==> config.mk <==
export PLATFORM = sky130hd
export DESIGN_NAME = uart_rx
export DESIGN_NICKNAME = d
export VERILOG_FILES = /design/src/rtl/uart_defs_pkg.sv /design/src/rtl/uart_rx_sampler.sv /design/src/rtl/uart_rx.sv
export SDC_FILE = /design/constraint.sdc
export NUM_CORES = 1
export LEC_CHECK = 0
export ABC_AREA = 1
export BUFFER_PORTS_ARGS = -buffer_cell sky130_fd_sc_hd__buf_2
export CAP_MARGIN = 10
export CORE_MARGIN = 4
export CORE_UTILIZATION = 55
export CTS_CLUSTER_SIZE = 8
export DETAILED_ROUTE_END_ITERATION = 10
export HOLD_SLACK_MARGIN = 0.12
export PLACE_DENSITY = 0.74
export SLEW_MARGIN = 10
export SYNTH_ARGS = -nofsm -noshare
export SYNTH_HDL_FRONTEND = slang
export SYNTH_SLANG_ARGS = --single-unit
==> constraint.sdc <==
create_clock -name CLK -period 3.3 [get_ports CLK]
set_input_delay 0.33 -clock CLK [delete_from_list [all_inputs] [get_ports CLK]]
set_output_delay 0.33 -clock CLK [all_outputs]
set_load 0.01 [all_outputs]
==> src/rtl/uart_defs_pkg.sv <==
// Shared UART definitions: FSM state encoding, parity selector and line-level bit constants.
package uart_defs;

  typedef enum logic [2:0] {
    ST_IDLE,
    ST_START,
    ST_DATA,
    ST_PARITY,
    ST_STOP
  } rx_state_e;

  localparam logic PAR_EVEN  = 1'b0;
  localparam logic PAR_ODD   = 1'b1;
  localparam logic START_BIT = 1'b0;
  localparam logic STOP_BIT  = 1'b1;
  localparam logic IDLE_BIT  = 1'b1;

  function automatic logic maj3(input logic [2:0] s);
    return (s[0] & s[1]) | (s[0] & s[2]) | (s[1] & s[2]);
  endfunction

endpackage

==> src/rtl/uart_rx_sampler.sv <==
// Edge/bit counters for the oversampled line plus the 3-sample mid-bit majority vote.
module uart_rx_sampler
  import uart_defs::*;
#(
  parameter int unsigned BitCntW = 4
) (
  input  logic               CLK,
  input  logic               rst,
  input  logic               rx_s,
  input  logic               start,
  input  logic               active,
  input  logic [5:0]         prescale,
  output logic               sampled_bit,
  output logic               bit_resolve,
  output logic               bit_wrap,
  output logic [BitCntW-1:0] bit_cnt
);

  logic [5:0] edge_cnt;
  logic [5:0] half;
  logic [2:0] samples;

  assign half        = {1'b0, prescale[5:1]};
  assign bit_wrap    = active && (edge_cnt == prescale - 6'd1);
  assign bit_resolve = active && (edge_cnt == half + 6'd2);
  assign sampled_bit = maj3(samples);

  // The start-detect cycle counts as edge 0, so the counter is 1 on the first START cycle.
  always_ff @(posedge CLK or negedge rst) begin
    if (!rst) begin
      edge_cnt <= '0;
      bit_cnt  <= '0;
    end else if (start) begin
      edge_cnt <= 6'd1;
      bit_cnt  <= '0;
    end else if (active) begin
      if (bit_wrap) begin
        edge_cnt <= '0;
        bit_cnt  <= bit_cnt + 1'b1;
      end else begin
        edge_cnt <= edge_cnt + 6'd1;
      end
    end else begin
      edge_cnt <= '0;
      bit_cnt  <= '0;
    end
  end

  always_ff @(posedge CLK or negedge rst) begin
    if (!rst) begin
      samples <= '0;
    end else if (active) begin
      if (edge_cnt == half - 6'd1) samples[0] <= rx_s;
      if (edge_cnt == half)        samples[1] <= rx_s;
      if (edge_cnt == half + 6'd1) samples[2] <= rx_s;
    end
  end

endmodule

==> src/rtl/uart_rx.sv <==
// UART receiver: line synchroniser, frame FSM, shift register, parity/stop checks and output registers.
module uart_rx
  import uart_defs::*;
#(
  parameter int unsigned Width = 8
) (
  input  logic             CLK,
  input  logic             rst,
  input  logic             RX_IN,
  input  logic [5:0]       Prescale,
  input  logic             PAR_EN,
  input  logic             PAR_TYP,
  output logic [Width-1:0] P_data,
  output logic             data_valid,
  output logic             par_err,
  output logic             stp_err,
  output logic             Busy
);

  localparam int unsigned BitCntW = $clog2(Width + 4);

  rx_state_e          state, next_state;
  logic               sync1, rx_s;
  logic               armed;
  logic               start_det, active;
  logic               sampled_bit, bit_resolve, bit_wrap;
  logic [BitCntW-1:0] bit_cnt;
  logic [Width-1:0]   shift_reg;
  logic               par_en_q, par_typ_q, par_flag;
  logic               par_exp;

  always_ff @(posedge CLK or negedge rst) begin
    if (!rst) begin
      sync1 <= IDLE_BIT;
      rx_s  <= IDLE_BIT;
    end else begin
      sync1 <= RX_IN;
      rx_s  <= sync1;
    end
  end

  // A new start needs the line seen high while idle, so a break cannot retrigger.
  assign start_det = (state == ST_IDLE) && armed && (rx_s == START_BIT);
  assign active    = (state != ST_IDLE);
  assign Busy      = active;
  assign par_exp   = (^shift_reg) ^ (par_typ_q == PAR_ODD);

  uart_rx_sampler #(.BitCntW(BitCntW)) u_sampler (
    .CLK         (CLK),
    .rst         (rst),
    .rx_s        (rx_s),
    .start       (start_det),
    .active      (active),
    .prescale    (Prescale),
    .sampled_bit (sampled_bit),
    .bit_resolve (bit_resolve),
    .bit_wrap    (bit_wrap),
    .bit_cnt     (bit_cnt)
  );

  always_ff @(posedge CLK or negedge rst) begin
    if (!rst) state <= ST_IDLE;
    else      state <= next_state;
  end

  always_comb begin
    next_state = state;
    case (state)
      ST_IDLE:   if (start_det) next_state = ST_START;
      ST_START: begin
        if (bit_resolve && (sampled_bit != START_BIT)) next_state = ST_IDLE;
        else if (bit_wrap)                             next_state = ST_DATA;
      end
      ST_DATA:   if (bit_wrap && (bit_cnt == BitCntW'(Width)))
                   next_state = par_en_q ? ST_PARITY : ST_STOP;
      ST_PARITY: if (bit_wrap) next_state = ST_STOP;
      ST_STOP:   if (bit_resolve) next_state = ST_IDLE;
      default:   next_state = ST_IDLE;
    endcase
  end

  always_ff @(posedge CLK or negedge rst) begin
    if (!rst) begin
      armed      <= 1'b0;
      shift_reg  <= '0;
      par_en_q   <= 1'b0;
      par_typ_q  <= PAR_EVEN;
      par_flag   <= 1'b0;
      P_data     <= '0;
      data_valid <= 1'b0;
      par_err    <= 1'b0;
      stp_err    <= 1'b0;
    end else begin
      data_valid <= 1'b0;
      par_err    <= 1'b0;
      stp_err    <= 1'b0;
      armed      <= (state == ST_IDLE) && (armed || (rx_s == IDLE_BIT));
      case (state)
        ST_START: begin
          par_flag <= 1'b0;
          if (bit_wrap) begin
            par_en_q  <= PAR_EN;
            par_typ_q <= PAR_TYP;
          end
        end
        ST_DATA: if (bit_resolve) shift_reg <= {sampled_bit, shift_reg[Width-1:1]};
        ST_PARITY: if (bit_resolve && (sampled_bit != par_exp)) par_flag <= 1'b1;
        ST_STOP: begin
          if (bit_resolve) begin
            if ((sampled_bit == STOP_BIT) && !par_flag) begin
              P_data     <= shift_reg;
              data_valid <= 1'b1;
            end
            stp_err  <= (sampled_bit != STOP_BIT);
            par_err  <= par_flag;
            par_flag <= 1'b0;
          end
        end
        default: ;
      endcase
    end
  end

endmodule

[After elaboration in Yosys (flattened, before gate mapping)]
Index checks and enable logic that the tools add are counted.
Word-level totals
  logic and storage cells: 96
  bits of input ports: 11
  bits in registers: 41
  output and inout port bits: 12
Cells by class
  reduce and logical (&&, ||, !) cells: 23
  mux-type cells: 24
  $add $sub $neg: 6
  eq/ne operators: 18
  bitwise gates (word level): 8
Operator list (count)
  6-bit equality test: 4
  3-bit two-way mux: 7
  6-bit two-way mux: 3
  3-bit one-hot mux with 5 select lines: 1
  4-bit two-way mux: 3
  2-bit inequality test, second input constant: 5
  2-bit AND reduction: 5
  1-bit logical AND: 9
  1-bit two-way mux: 9
  8-bit XOR reduction: 1
  5-bit by 1-bit adder with 6-bit output, second input constant: 1
  5-bit by 2-bit adder with 6-bit output, second input constant: 1
  6-bit by 1-bit adder with 6-bit output, second input constant: 1
  3-bit by 2-bit equality test with 1-bit output, second input constant: 2
  6-bit by 5-bit equality test with 1-bit output: 1
  3-bit inequality test, second input constant: 2
  3-bit AND reduction: 2
  3-bit nonzero test: 2
  5-bit by 1-bit subtractor with 6-bit output, second input constant: 1
  6-bit by 1-bit subtractor with 6-bit output, second input constant: 1
  5-bit AND reduction: 1
  4-bit by 1-bit adder with 4-bit output, second input constant: 1
  4-bit equality test, second input constant: 1
  1-bit AND: 3
  other kinds (10): 12

[Depth between registers and ports, before layout]
  depth in word-level cells: 7
  gate-level depth with buffers: 16
  gate-level depth less buffers: 15

[Hierarchy]
Synthesis repeated with hierarchy kept, for this count alone.
Unflattened totals
  cells, all modules: 372
  area, all modules: 2673.8 sq um
Modules (own cells, without submodules)
  uart_rx: cells an instance 159, area an instance 1358.8 sq um, sequential area each 703.2 sq um, instances 1
  uart_rx_sampler: cells an instance 213, area an instance 1315.0 sq um, sequential area each 325.3 sq um, instances 1

[Least setup slack after synthesis]
No wires, ideal clock.
  kind: input to register
  from: input Prescale[3]
  to: register shift_reg[7]
  path slack: 1544 ps
  setup time: 132 ps
  buffers on the path: 2
  data required time: 3168 ps
  data arrival time: 1624 ps
  cell stages on the path: 15
  cell sequence: buf_6 -> inv_2 -> ha_1 -> inv_1 -> nand2_1 -> nand2_1 -> nor2_1 -> nand2_1 -> nor2_2 -> nand2_1 -> inv_2 -> nand2_2 -> buf_6 -> nand2_1 -> o21ai_2
On the way
  cells in the longest elaborated chain, start to end: 4
Ends and longest elaborated chain
  start: declaration: RTL line uart_rx.sv:10  | input logic [5:0] Prescale,
  5-bit by 2-bit adder with 6-bit output: RTL line uart_rx_sampler.sv:25  | assign bit_resolve = active && (edge_cnt == half + 6'd2);
  6-bit equality test: RTL line uart_rx_sampler.sv:25
  1-bit logical AND: RTL line uart_rx_sampler.sv:25
  2-bit AND reduction (no line)
  end signal: assignment: RTL line uart_rx.sv:106  | ST_DATA: if (bit_resolve) shift_reg <= {sampled_bit, shift_reg[Width-1:1]};
  end: declaration: RTL line uart_rx.sv:28  | logic [Width-1:0] shift_reg;
No other way between the ends.
A chain may end at the register's enable or synchronous reset.

[Worst setup path in the final report]
  from: register state[0]
  to: output Busy
On the way
  cells in the longest elaborated chain, start to end: 1
Ends and longest elaborated chain
  start: declaration: RTL line uart_rx.sv:22  | rx_state_e state, next_state;
  start signal: assignment: RTL line uart_rx.sv:63  | else state <= next_state;
  3-bit nonzero test: RTL line uart_rx.sv:44  | assign active = (state != ST_IDLE);
  end: declaration: RTL line uart_rx.sv:17  | output logic Busy
No other way between the ends.

==> impl_metrics.toml <==
[run_status]
run_status = "finished, final reports clean"

[finish]
diodes = 0
area.growth.synth_to_final_pct = 6.96
post_route_cells_drive_above_1_share_pct = 19.9
stdcell_area_mm2 = 0.00283
layout.nets = 386

[floorplanning]
area_of_the_placeable_core_mm2 = 0.00450
floorplan.die_area_mm2 = 0.00598
dieHeight_um = 77.3
core.rowCount = 24
io_pins = 23
die_w_um = 77.3
initial_core_util_pct = 58.7

[cts]
cts_tree = "yes"
ctsRootBufferMaster = "clkbuf_8"
post_cts_buffers = 0
numClockSinks = 41
max-clock-path-buffers = 2
cts-buffers-inserted = 5
htree_levels = 2
worst_skew_pair.late_latency_ns = 0.29
cts.reportedPaths.clkPinSlew_ns = 0.07
post_cts.resized_instances = 0
postCtsHoldBufs = 0

[route]
drt_drc_violations_left = 0
drt-initial-drc-count = 137
average_wire_per_cell_in_the_routed_design_um = 11.5
via_count = 2103
detail_route.wirelength_um = 4820
dr.pass1.iters = 4
route.antenna.remaining_nets = 0
route.detailed.vias_per_inst = 5.03

[synth]
synth_cell_type_count = 36
synthesis.area_per_instance_um2 = 7.71
synth_cells = 343
synth_edf_count = 0
postSynthNetCount = 364
synth_largest_type_area_fraction_pct = 36.9
ys_ff_latch = 41
synth-seq-area-share_pct = 38.9
ys.warnings.count = 0
ranking_of_synthesized_cells_by_area = "dfrtp_1, nand2_1, inv_1"
async_reset_ff_share_pct = 100
dominantRegCellSynth = "dfrtp_1"
yosys-top-cells-count = "nand2_1, inv_1, dfrtp_1, nand3_1, nor2_1"
syn_area_mm2 = 0.00264
synth_top_cell_by_area = "dfrtp_1"
synthMostInstantiatedCell = "nand2_1"

[timing]
report.final.setup_viol = 0
timing.final.hold_violations = 0
total_negative_setup_slack_ns = 0
setup_repair_after_global_routing_missed_its_margin = "false"
post-route-period-util_pct = 56.7
finalWorstPathRequiredPeriod_ns = 1.87
fin_skew_ns = 0.00930
fmax_mhz = 535
max_slew_margin_pct = 42.4
maxSlewViolCount = 0
transition_time_of_the_tightest_slew_check_pin_ns = 0.863

[setup_path]
crit_family = "buffers and inverters"
reg2reg_setup_slack_ns = 1.54
arrival_ns = 1.54
timing.rr.end = "P_data[0]$_DFFE_PN0P_"
cp.buffers_inverters = 3
cp_slowest_cell = "dfrtp_1"
worst_setup_path_end_kind = "output port"
kind_of_critical_path = "reg2out"
worstSetupEndpoint = "Busy"
crit_chain = "inv_2 -> nand2_1 -> nor2_2 -> inv_1 -> buf_2"
cp_startpoint = "state[0]$_DFFE_PN0P_"
r2r_cells = 8
timing.rr.start = "u_sampler.samples[0]$_DFFE_PN0P_"
crit_cells = 5
worstSetupStartpointType = "flop"
critical_path_fanouts_max = 12
critPathMaxStageDelay_ns = 0.43
crit_required_ns = 2.97

[grt]
globalRoute.totalOverflow = 0
global_route_wire_length_before_repair_um = 8470
first_global_vias = 1909
grt_start_max_net_pins = 42
number_of_antenna_violations_at_the_first_check_in_global_routing = 0
grtUsageTotal_pct = 17.1

[place]
port_buffers = 22
postPlaceCellArea_mm2 = 0.00275
placed_wire_length_estimate_um = 3800
place.gp.congestion = 0.905

[worst_hold_path]
worst_hold_path_type = "in2reg"

[power_and_ir_drop]
power.total_mw = 1.56
power.density_cell_area_mw_per_mm2 = 553
static-leakage-power_nw = 1.48
max-vdd-ir-drop_v = 0.000492

[job]
max_cap_viol_count = 0
[routing by layer]
metal | wire [um] | vias up | track usage (%)
met4 | 36 | 0 | 3.74
met5 | 0 | - | 0
li1 | - | 1123 | -
met2 | 2090 | 33 | 27.5
met3 | 181 | 5 | 3.47
met1 | 2520 | 942 | 24.2
[report_power, final]
part	internal [mW]	total (mW)	leakage (nW)	switching [mW]
registers	0.576	0.647	0.546	0.0702
logic	0.203	0.610	0.896	0.407
clock network	0.148	0.306	0.0422	0.158
[placed cells by master (no fill, tap or decap), types with 2 or more instances in the layout]
cell type	Yosys	routed
nand3_2	2	2
nand2_2	4	4
buf_2	1	22
inv_1	40	40
or2_2	2	2
nor2_2	6	6
o21ai_0	8	8
xor2_1	8	8
xnor2_1	8	8
nand4_1	6	6
nand3_1	23	23
a21oi_1	6	6
clkbuf_8	0	5
o21ai_2	15	15
dfstp_2	2	2
o31ai_1	2	2
dfrtp_1	39	39
clkbuf_1	0	2
nor3b_1	2	2
nor3_1	4	4
nor2_1	19	19
ha_1	10	10
inv_2	8	8
nand2_1	111	111
[how the worst min path moves through the flow]
stage / startpoint / end / slack, ns / cells past startpoint
2_1_floorplan: rst / P_data[0]$_DFFE_PN0P_ / 0.03 / 0
3_3_place_gp: sync1$_DFF_PN1_ / rx_s$_DFF_PN1_ / 0.35 / 0
3_5_place_dp: sync1$_DFF_PN1_ / rx_s$_DFF_PN1_ / 0.36 / 0
4_1_cts: RX_IN / sync1$_DFF_PN1_ / 0.13 / 1
5_1_grt: RX_IN / sync1$_DFF_PN1_ / 0.13 / 1
6_report: RX_IN / sync1$_DFF_PN1_ / 0.14 / 1
[per-stage QoR]
step | setup WS (ns) | util, % | hold slack [ns] | std cells
after floorplan | 1.54 | - | 0.0344 | 343
after global placement | 1.26 | 61.0 | 0.346 | 410
after detailed placement | 1.24 | 61.0 | 0.357 | 410
after CTS | 1.43 | 62.8 | 0.132 | 418
after global routing | 1.29 | 62.8 | 0.126 | 418
final | 1.43 | 62.8 | 0.135 | 418
[worst reg2reg max path, stage by stage (launching register included)]
cell and delay, ns:
dfrtp_1 0.39, o21ai_0 0.57, inv_1 0.16, nand3_2 0.13
inv_2 0.05, nand3_4 0.17, inv_1 0.09, nand2_1 0.06
nand2_1 0.04
[area by class of cell]
cell class	count	area (um^2)
fill	422	1680
multi-input combinational	247	1360
clock buffer	7	76.3
clock inverter	1	5.00
timing repair buffer	22	110
inverter	48	180
sequential	41	1030
tap	52	65.1
[cell families (layout without fill, tap and decap cells)]
| family | Yosys count | in the layout | synth area share (%) |
|---|---|---|---|
| AND/OR/NAND/NOR | 186 | 186 | 32.2 |
| buffers and inverters | 55 | 78 | 9.56 |
| flip-flops | 41 | 41 | 38.9 |
| AO/OA/AOI/OAI | 35 | 35 | 9.28 |
| XOR/XNOR | 16 | 16 | 5.30 |
| adder cells (fa/ha/maj) | 10 | 10 | 4.73 |
Note: power is estimated with default switching activity, not from simulation.
